$ cat config.mk
export PLATFORM = sky130hd
export DESIGN_NAME = multi_clock_divider
export DESIGN_NICKNAME = d
export VERILOG_FILES = /design/src/rtl/multi_clock_divider.sv
export SDC_FILE = /design/constraint.sdc
export NUM_CORES = 1
export LEC_CHECK = 0
export ABC_AREA = 1
export CAP_MARGIN = 25
export CORE_MARGIN = 2
export CORE_UTILIZATION = 45
export CTS_BUF_LIST = sky130_fd_sc_hd__clkbuf_16
export DETAILED_ROUTE_END_ITERATION = 6
export SLEW_MARGIN = 5
export SYNTH_ARGS = -nofsm -noshare
export SYNTH_HDL_FRONTEND = slang
export SYNTH_SLANG_ARGS = --single-unit
$ cat constraint.sdc
create_clock -name clk_in -period 3.8 [get_ports clk_in]
set_input_delay 0.57 -clock clk_in [delete_from_list [all_inputs] [get_ports clk_in]]
set_output_delay 0.57 -clock clk_in [all_outputs]
set_load 0.03 [all_outputs]
$ cat src/rtl/multi_clock_divider.sv
// multi_clock_divider: NUM_CH programmable 50%-duty clock dividers with glitch-free divisor updates.
// Optional macro CLKDIV_RESYNC_EN adds a resync input that phase-aligns every channel.
module multi_clock_divider #(
    parameter int NUM_CH  = 4,
    parameter int WIDTH   = 32,
    parameter int DEF_DIV = 2500000
) (
    input  logic              clk_in,
    input  logic              rst_n,
    input  logic              en,
`ifdef CLKDIV_RESYNC_EN
    input  logic              resync,
`endif
    input  logic              wr_en,
    input  logic [3:0]        wr_ch,
    input  logic [WIDTH-1:0]  wr_div,
    output logic              wr_ack,
    output logic [NUM_CH-1:0] clk_out,
    output logic [NUM_CH-1:0] tick
);
    localparam logic [WIDTH-1:0] RST_DIV = WIDTH'(DEF_DIV);
    logic rs;
`ifdef CLKDIV_RESYNC_EN
    assign rs = resync;
`else
    assign rs = 1'b0;
`endif
    // acknowledge only writes that target an existing channel
    always_ff @(posedge clk_in or negedge rst_n)
        if (!rst_n) wr_ack <= 1'b0;
        else        wr_ack <= wr_en && ({1'b0, wr_ch} < 5'(NUM_CH));
    for (genvar i = 0; i < NUM_CH; i++) begin : g_ch
        logic [WIDTH-1:0] act, shd, cnt, act_nx, cnt_nx;
        logic pend, co, tk, hit, term, zero_ld, load, co_nx;
        // terminal count, divisor hand-over (only at boundaries or from a stopped channel) and toggle
        always_comb begin
            hit     = wr_en && wr_ch == 4'(i);
            term    = en && !rs && act != '0 && cnt == act - WIDTH'(1);
            zero_ld = hit && (en || rs) && act == '0;
            load    = pend && (rs || term || (en && act == '0));
            act_nx  = zero_ld ? wr_div : load ? shd : act;
            cnt_nx  = (rs || term || act == '0) ? '0 : en ? cnt + WIDTH'(1) : cnt;
            co_nx   = (rs || act_nx == '0) ? 1'b0 : term ? ~co : co;
        end
        // channel state; tick marks the registered rising edge of clk_out
        always_ff @(posedge clk_in or negedge rst_n)
            if (!rst_n) begin
                act  <= RST_DIV;
                shd  <= RST_DIV;
                cnt  <= '0;
                pend <= 1'b0;
                co   <= 1'b0;
                tk   <= 1'b0;
            end else begin
                act  <= act_nx;
                shd  <= hit ? wr_div : shd;
                cnt  <= cnt_nx;
                pend <= hit ? !zero_ld : pend && !load;
                co   <= co_nx;
                tk   <= co_nx && !co;
            end
        assign clk_out[i] = co;
        assign tick[i]    = tk;
    end
endmodule

Word level (Yosys, flattened, before mapping)
Cells that the tools add are included.
{"block": "op_classes", "bitwise": 4, "n_reduce_logical": 74, "mux": 28, "n_eq_ne": 7, "n_lt_le_gt_ge": 1, "n_addsub": 8}
{"operator": "$mux 32", "n": 16}
{"operator": "$logic_not 32->1", "n": 8}
{"operator": "$add 32x1->32 const B", "n": 4}
{"operator": "$eq 32x32->1", "n": 4}
{"operator": "$reduce_bool 32->1", "n": 4}
{"operator": "$sub 32x1->32 const B", "n": 4}
{"operator": "$logic_and 1x1->1", "n": 37}
{"operator": "$logic_not 1->1", "n": 12}
{"operator": "$mux 1", "n": 12}
{"operator": "$eq 4x2->1 const B", "n": 2}
{"operator": "$logic_or 1x1->1", "n": 8}
{"operator": "$reduce_bool 2->1", "n": 4}
{"operator": "$eq 4x1->1 const B", "n": 1}
{"operator": "$logic_not 4->1", "n": 1}
{"operator": "$lt 4x3->1 const B", "n": 1}
{"operator": "$not 1->1", "n": 4}
{"block": "totals", "input_bits": 40, "ff_bits": 397, "output_inout_bits": 9, "word_cells": 147}

Depth between registers and ports, before layout
Gate-level depths: netlist of run 1.
{"block": "logic_depth", "ltp_word": 10, "depth_mapped": 28, "ltp_nobuf": 27}

Worst setup path before layout of run 1
No wires, ideal clock.
{"block": "synth_timing", "path_kind": "register to register", "start": "register g_ch[2].act[0]", "end": "register g_ch[2].co", "path_stages_with_launch": 25, "period_less_slack_ps": 2922, "setup_ps": 120, "arrival_time_ps": 2803, "t_required_ps": 3680, "path_buffers": 1, "setup_slack_ps": 878, "path_cell_list": "dfrtp_1 -> inv_1 -> ha_1 -> nand2_4 -> nor2_4 -> nand2_1 -> nor2_1 -> xor2_1 -> nand2_1 -> nand2_1 -> nor2_1 -> nand2_1 -> nor2_1 -> nand3_4 -> nand2_4 -> buf_4 -> nand3_1 -> nand3_1 -> nand2_1 -> nor2_1 -> nand2_1 -> nor2_1 -> nand2_1 -> nor2_2 -> nor2_1"}
{"block": "synth_via", "elab_chain_len": 9, "elab_cells_between_ends": 15, "cone_classes": "1 x add/sub; 1 x eq/ne; 4 x mux; 9 x reduce/logical"}
{"element": "start, declared", "line": "33", "source": "logic [WIDTH-1:0] act, shd, cnt, act_nx, cnt_nx;"}
{"element": "start signal, assigned", "line": "55", "source": "act <= act_nx;"}
{"element": "$sub 32x1->32 or $reduce_bool 32->1 (tied branches)", "line": "38", "source": "term = en && !rs && act != '0 && cnt == act - WIDTH'(1);"}
{"element": "$eq 32x32->1 or $logic_and 1x1->1 (tied branches)", "line": "38"}
{"element": "$logic_and 1x1->1", "line": "38"}
{"element": "$logic_or 1x1->1", "line": "40", "source": "load = pend && (rs || term || (en && act == '0));"}
{"element": "$logic_and 1x1->1", "line": "40"}
{"element": "$mux 32", "line": "41", "source": "act_nx = zero_ld ? wr_div : load ? shd : act;"}
{"element": "$mux 32 (*)", "line": "41"}
{"element": "net g_ch[2].act_nx[10]", "line": "33"}
{"element": "$logic_not 32->1 (*)", "line": "43", "source": "co_nx = (rs || act_nx == '0) ? 1'b0 : term ? ~co : co;"}
{"element": "$mux 1 (*)", "line": "43"}
{"element": "net g_ch[2].co_nx", "line": "34", "source": "logic pend, co, tk, hit, term, zero_ld, load, co_nx;"}
{"element": "end signal, assigned", "line": "59", "source": "co <= co_nx;"}
{"element": "end, declared", "line": "34"}
The timed path passes the listed nets; every way through them passes the cells marked *.
A chain may end at the register's enable or synchronous reset.

Final worst setup path of run 1
{"block": "layout_timing", "start": "register g_ch[3].act[0]", "end": "register g_ch[3].cnt[28]"}
{"block": "layout_via", "elab_chain_len": 5, "elab_cells_between_ends": 9, "cone_classes": "1 x add/sub; 1 x eq/ne; 1 x mux; 6 x reduce/logical"}
{"element": "start, declared", "line": "33"}
{"element": "start signal, assigned", "line": "55"}
{"element": "$sub 32x1->32 or $reduce_bool 32->1 (tied branches)", "line": "38"}
{"element": "$eq 32x32->1 or $logic_and 1x1->1 (tied branches)", "line": "38"}
{"element": "$logic_and 1x1->1", "line": "38"}
{"element": "$logic_or 1x1->1 (*)", "line": "42", "source": "cnt_nx = (rs || term || act == '0) ? '0 : en ? cnt + WIDTH'(1) : cnt;"}
{"element": "$mux 32 or $reduce_bool 2->1 (tied branches)"}
{"element": "end signal, assigned", "line": "57", "source": "cnt <= cnt_nx;"}
{"element": "end, declared", "line": "33"}
Every way passes the cells marked *; elsewhere a longest branch is shown, timed or not.

==> results of run 1 <==
==> metal layers <==
| metal | share of wire | GRT usage | vias up |
|---|---|---|---|
| met5 | 0 | 0 | - |
| met4 | 0.030 | 0.0970 | 0 |
| li1 | - | - | 12200 |
| met3 | 0.063 | 0.0375 | 155 |
| met2 | 0.45 | 0.467 | 877 |
| met1 | 0.46 | 0.428 | 11800 |
==> final cells by class <==
class,count,area (um^2)
Tap cell,765,957
Inverter,437,1640
Multi-Input combinational cell,2835,14200
Timing Repair Buffer,124,1170
Fill cell,5821,28200
Sequential cell,397,10000
Clock buffer,49,1230
Clock inverter,38,300
Antenna cell,2,5.00
==> how the worst max path moves through the flow <==
| stage | to | from | cells past startpoint | slack (ps) |
|---|---|---|---|---|
| CTS | g_ch[3].tk | g_ch[3].act[0] | 24 | 50 |
| floorplan | g_ch[2].co | g_ch[2].act[0] | 24 | 880 |
| finish | g_ch[3].cnt[28] | g_ch[3].act[0] | 22 | 240 |
| global placement | g_ch[3].tk | g_ch[3].act[0] | 24 | 80 |
| detailed placement | g_ch[3].tk | g_ch[3].act[0] | 25 | 70 |
| global route | g_ch[3].cnt[23] | g_ch[3].act[6] | 20 | 0.9 |
==> critical path, stage by stage, from the launching register on <==
cell and delay [ps]:
dfrtp_1 410, inv_2 110, ha_2 250, nand2_4 120
nor2_4 160, nand2_1 160, o21ai_1 220, nand2_1 90
nand2_1 100, nand4_1 160, nor2_4 160, nand3_4 120
buf_4 200, nand2_4 110, nor2_4 50, inv_4 90
nand3_2 100, nor2_2 130, nand2_1 130, nor3_2 240
nand4_1 140, nor2_1 110, nor2_1 50
==> Yosys cell counts (12+ instances only) <==
library cell	instances	area [um^2]
o21ai_1	17	85.1
inv_1	425	1600
nand2_4	18	203
dfstp_2	64	1680
nor2_2	44	275
xnor2_1	48	420
o21ai_0	191	956
o21a_1	12	90.1
nor2_1	478	1790
xor2_1	128	1120
nand3_1	292	1460
nand4_1	61	382
nand3b_1	90	676
or2_2	19	119
a21oi_1	106	531
nor3_1	65	325
ha_1	12	150
nand2_2	20	125
dfrtp_1	333	8330
buf_4	24	180
clkbuf_1	67	251
nor4_1	21	131
nor2_4	23	259
nand2_1	1098	4120
==> kinds of logic after synthesis <==
family / Yosys count / share of synthesized area
and+or+nand+nor: 2271 / 0.392
buffers and inverters: 545 / 0.0828
DFF: 397 / 0.381
AOI/OAI and AO/OA: 375 / 0.0785
xor gates and xnor gates: 177 / 0.0595
adders and majority gates: 12 / 0.00572
==> metrics by stage <==
| stage | area [um^2] | hold slack (ps) | power, mW | setup WS [ps] |
|---|---|---|---|---|
| 2_1_floorplan | 26300 | 274 | 5.97 | 878 |
| 3_3_place_gp | 27800 | 455 | 6.55 | 78.0 |
| 3_5_place_dp | 27800 | 458 | 6.56 | 74.7 |
| 4_1_cts | 29400 | 426 | 11.2 | 47.0 |
| 5_1_grt | 29500 | 472 | 11.6 | 0.902 |
| 6_report | 29500 | 450 | 11.1 | 235 |
==> power by group through the flow <==
| stage | sequential, mW | clock [mW] | combinational, mW |
|---|---|---|---|
| 2_1_floorplan | 5.02 | 0 | 0.950 |
| 3_3_place_gp | 5.22 | 0 | 1.33 |
| 3_5_place_dp | 5.21 | 0 | 1.35 |
| 4_1_cts | 5.14 | 4.68 | 1.36 |
| 5_1_grt | 5.21 | 4.85 | 1.54 |
| 6_report | 5.15 | 4.58 | 1.36 |
==> repair_timing <==
item,in CTS,in global routing
hold endpoints to repair,54,0
buffers inserted,0,2
setup endpoints to repair,0,30
hold buffers,1,0
resized for setup,0,17
==> sequential cells by signal (all words and copies together), names as in the netlist <==
signal and flops:
g_ch.act 128, g_ch.shd 128, g_ch.pend 4, g_ch.tk 4, g_ch.co 4, g_ch.cnt 128, wr_ack 1
==> flow_summary_export.csv, run 1 <==
group,metric,value,unit
drt,drc_errors,0,
clock_network,cts.sinks,397,
clock_network,numCtsBuffers,47,
power_and_ir_drop,p_seq_frac,0.464,
worst_setup_path,critical_path_class,"register to register",
sta,fmax,0.281,GHz
placement,gp_congestion,1.01,
layout,fin_util,0.511,
synthesis,synthArstFlopShare,1.00,
layout,layout_common_cells,"nand2_1 (1097), nor2_1 (473), inv_1 (434)",
power_and_ir_drop,p_sw_frac,0.286,
sta,setup_viol,0,
grt,gr-total-overflow,0,
sta,finalHoldViolations,0,
worst_setup_path,r2r_cells,22,
worst_setup_path,cp_max_fo,7,
worst_setup_path,r2r_start,"g_ch[3].act[0]",
clock_network,insertion_delay,600,ps
grt,grt.total_usage,0.299,
power_and_ir_drop,p_sw,3.17,mW
synthesis,synth_cells,3777,
worst_setup_path,critPathLaunchType,"register",
floorplanning,dieWidth,246,um
clock_network,clk_pin_slew,60,ps
power_and_ir_drop,p_leak,13.5,nW
floorplanning,design.die.area,0.0603,mm^2
layout,num-nets-final,3894,
drt,vias_per_cell,5.39,
layout,instances_no_fill,4647,
layout,area_delta_synth_final,12.3,%
placement,dp_cells,4555,
drt,antenna_left,0,
worst_setup_path,end_kind,"register",
run,maxCapViolCount,0,
power_and_ir_drop,p_int,7.92,mW
sta,slew_viol_final,0,
synthesis,ys_seq_area_frac,0.381,
synthesis,synth_ff_type,"dfrtp_1",
synthesis,ys_seq_elements,397,
synthesis,synth_edf_count,0,
min_path,holdPathStages,4,
clock_network,cts.path.max_buffers,3,
min_path,hold_class,"input pin to register",
floorplanning,fp.coreArea,0.0577,mm^2
worst_setup_path,cp_data_required_time,4290,ps
floorplanning,chipHeight,246,um
power_and_ir_drop,pwr-share-clk,0.413,
synthesis,avgSynthCellArea,6.95,um^2
sta,worstMarginPinSlew,1020,ps
drt,wirelength,89.0,mm
layout,layout_commonest_cell,"nand2_1",
floorplanning,io_pins,49,
power_and_ir_drop,ir_worst_vdd,0.000333,V
clock_network,cts_tree,"built",
sta,post-route-period-util,0.938,
floorplanning,row_count,88,
clock_network,htreeDepth,2,
outcome,outcome,"finished clean",
floorplanning,initial_core_util,0.455,
grt,grt_pass1_vias,24000,
worst_setup_path,crit_arrival,4050,ps
drt,wl_per_cell,19.2,um
layout,drive_gt1_frac,0.101,
power_and_ir_drop,cellPowerDensity,376,mW/mm^2
sta,setup_tns,0,ps
drt,drtIter0Drc,2348,
synthesis,synth_cell_types,57,
synthesis,yosys_warnings,0,
min_path,hold_start,"en",
power_and_ir_drop,power_frac_comb,0.122,
drt,firstDrtPassIters,7,
sta,rsz0062_at_grt,"false",
worst_setup_path,reg2reg_slack,240,ps
sta,finalCriticalPeriod,3560,ps
min_path,hold_end,"g_ch[0].cnt[1]",
drt,vias,25000,
grt,antenna_found_initial,2,
worst_setup_path,rr_endpoint,"g_ch[3].cnt[28]",
placement,place.port_buffers,48,
sta,clock_skew,13.1,ps
synthesis,mappedNetlistNets,3829,
synthesis,syn_area,0.0263,mm^2
sta,maxSlewHeadroom,0.320,
placement,dp_hpwl,67.2,mm
grt,grt_max_degree,99,
clock_network,clock-root-buffer,"clkbuf_16",
grt,grt_pass1_wl,140,mm
Power figures use the tool's default switching activity.
==> run 2: changes to the inputs <==
CORE_MARGIN = default   (was 2)
==> run 2 against run 1 <==
  * Via count decreased by 0.36%
  * Register-to-register slack improved by 30 ps
  * The run now ends with hold timing left
  * Critical path type unchanged
  * Non-clock buffer count unchanged
  * Flip-flop and latch count unchanged
  * Design area increased by 0.39%
  * Clock skew decreased by 0.87 ps
  * Highest routed layer unchanged
==> flow_summary_export.csv, run 2 (synthesis gave the netlist of run 1 again) <==
group,metric,value,unit
power_and_ir_drop,p_seq_frac,0.456,
sta,worstMarginPinSlew,923,ps
sta,fmax,0.283,GHz
sta,finalHoldViolations,9,
drt,drc_errors,0,
floorplanning,design.die.area,0.0593,mm^2
grt,grt.total_usage,0.302,
power_and_ir_drop,p_sw_frac,0.283,
power_and_ir_drop,p_int,8.06,mW
clock_network,clk_pin_slew,60,ps
floorplanning,dieWidth,244,um
worst_setup_path,r2r_cells,21,
layout,area_delta_synth_final,12.7,%
grt,grtUsageMet2,0.472,
worst_setup_path,end_kind,"register",
worst_setup_path,cp_data_required_time,4250,ps
power_and_ir_drop,pwr-share-clk,0.420,
layout,top_regs,"g_ch.act (128), g_ch.cnt (128), g_ch.shd (128)",
worst_setup_path,r2r_start,"g_ch[3].act[14]",
clock_network,cts.sinks,397,
floorplanning,fp.coreArea,0.0577,mm^2
placement,dp_hpwl,67.7,mm
placement,dpl_cell_area,0.0279,mm^2
layout,fin_util,0.513,
outcome,failed_checks,"hold timing",
power_and_ir_drop,p_leak,13.5,nW
drt,vias,25000,
sta,clock_skew,12.2,ps
power_and_ir_drop,power.total,11.2,mW
grt,use_met3,0.0367,
worst_setup_path,critPathLaunchType,"register",
worst_setup_path,reg2reg_slack,260,ps
floorplanning,chipHeight,244,um
grt,grtUsageMet1,0.431,
sta,maxSlewHeadroom,0.383,
layout,fillers,5846,
floorplanning,row_count,88,
clock_network,numCtsBuffers,46,
grt,grt_pass1_vias,23900,
clock_network,cts_tree,"built",
power_and_ir_drop,power_frac_comb,0.124,
min_path,hold_class,"input pin to asynchronous set/reset pin",
layout,num-nets-final,3893,
drt,wirelength,89.3,mm
grt,gr-total-overflow,0,
placement,gp_congestion,0.974,
clock_network,insertion_delay,600,ps
clock_network,htreeDepth,2,
power_and_ir_drop,ir_worst_vdd,0.000347,V
outcome,outcome,"complete, but fails checks",
drt,firstDrtPassIters,6,
layout,layout_common_cells,"nand2_1 (1097), nor2_1 (469), inv_1 (428)",
layout,layout_commonest_cell,"nand2_1",
sta,finalCriticalPeriod,3540,ps
sta,whs,-31.4,ps
clock_network,ctsHoldBuffers,0,
grt,antenna_found_initial,2,
worst_setup_path,rr_endpoint,"g_ch[3].cnt[21]",
power_and_ir_drop,p_sw,3.18,mW
run,maxCapViolCount,0,
clock_network,cts.path.max_buffers,3,
clock_network,clock-root-buffer,"clkbuf_16",
sta,post-route-period-util,0.931,
floorplanning,initial_core_util,0.455,
grt,grt_pass1_wl,139,mm
sta,slew_viol_final,0,
drt,vias_per_cell,5.37,
grt,top_usage_layer,"met2",
sta,setup_viol,0,
worst_setup_path,crit_arrival,3990,ps
layout,stdcell_area,0.0296,mm^2
power_and_ir_drop,cellPowerDensity,380,mW/mm^2
drt,antenna_left,0,
worst_setup_path,cp_max_fo,7,
placement,place.port_buffers,48,
floorplanning,io_pins,49,
drt,drtIter0Drc,2367,
layout,drive_gt1_frac,0.104,
worst_setup_path,critical_path_class,"register to register",
drt,wl_per_cell,19.2,um
grt,grt_max_degree,91,
-- run 2: cell count changes in the layout (fill, tap and decap cells not counted), sizes merged --
| cell | previous run | this run |
|---|---|---|
| inv | 442 | 436 |
| bufinv | 5 | 7 |
| clkinvlp | 2 | 4 |
| buf | 77 | 78 |
| clkinv | 26 | 27 |
| dlygate4sd3 | 1 | 0 |
-- run 2: metrics by stage --
| step | std cells | setup TNS [ps] | worst slack, ps |
|---|---|---|---|
| final | 4646 | 0 | 262 |
| after global routing | 4644 | -49.4 | -43.4 |
| after global placement | 4556 | 0 | 236 |
| after CTS | 4642 | 0 | 162 |
| after floorplan | 3777 | 0 | 878 |
| after detailed placement | 4556 | 0 | 197 |
-- run 2: cell type report --
class,count,area [um^2],area share
antenna,2,5.00,0.000169
clock buffer,49,1230,0.0414
clock inverter,37,350,0.0118
inverter,437,1640,0.0555
multi-input combinational,2835,14200,0.481
sequential,397,10000,0.338
tap,765,957,0.0323
timing repair buffer,124,1170,0.0396
-- run 2: critical path: stages (launching register included) --
cell	delay (ps)
dfrtp_1	480
nor2_1	170
nand2_1	90
nor2_1	280
nand2_1	160
nor2_1	110
nand2_1	70
nand3_1	120
nand2_1	70
nor2_1	100
nand2_1	90
nor2_4	110
nand3_4	120
buf_4	200
nand2_4	110
nor2_4	50
nor2_1	140
nand3_1	130
nor3_2	230
nand2_1	160
o21ai_0	280
a22oi_1	120
-- run 2: per-layer routing --
layer	vias to the layer above	share of wire
li1	12200	-
met1	11800	0.46
met2	827	0.45
met3	156	0.062
met4	0	0.033
met5	-	0
-- run 2: power groups by stage --
stage          registers [mW]  clock network, mW  logic (mW)
6_report                 5.13               4.72        1.39
5_1_grt                  5.18               4.96        1.58
4_1_cts                  5.12               4.81        1.39
3_5_place_dp             5.18                  0        1.38
3_3_place_gp             5.18                  0        1.36
2_1_floorplan            5.02                  0       0.950
-- run 2: how the worst max path moves through the flow --
stage                     depth (start not counted)              end  slack (ps)       startpoint
after CTS                                        24       g_ch[3].tk         160   g_ch[3].act[1]
final                                            21  g_ch[3].cnt[21]         260  g_ch[3].act[14]
after global placement                           25       g_ch[1].tk         240   g_ch[1].act[9]
after global routing                             21  g_ch[3].cnt[21]         -40  g_ch[3].act[16]
after detailed placement                         24       g_ch[3].tk         200   g_ch[3].act[1]
after floorplan                                  24       g_ch[2].co         880   g_ch[2].act[0]
-- run 2: timing repair --
item	4_1_cts	5_1_grt
buffers inserted	0	2
resized for setup	0	32
endpoints found under the hold margin	0	0
setup endpoints to repair	0	20
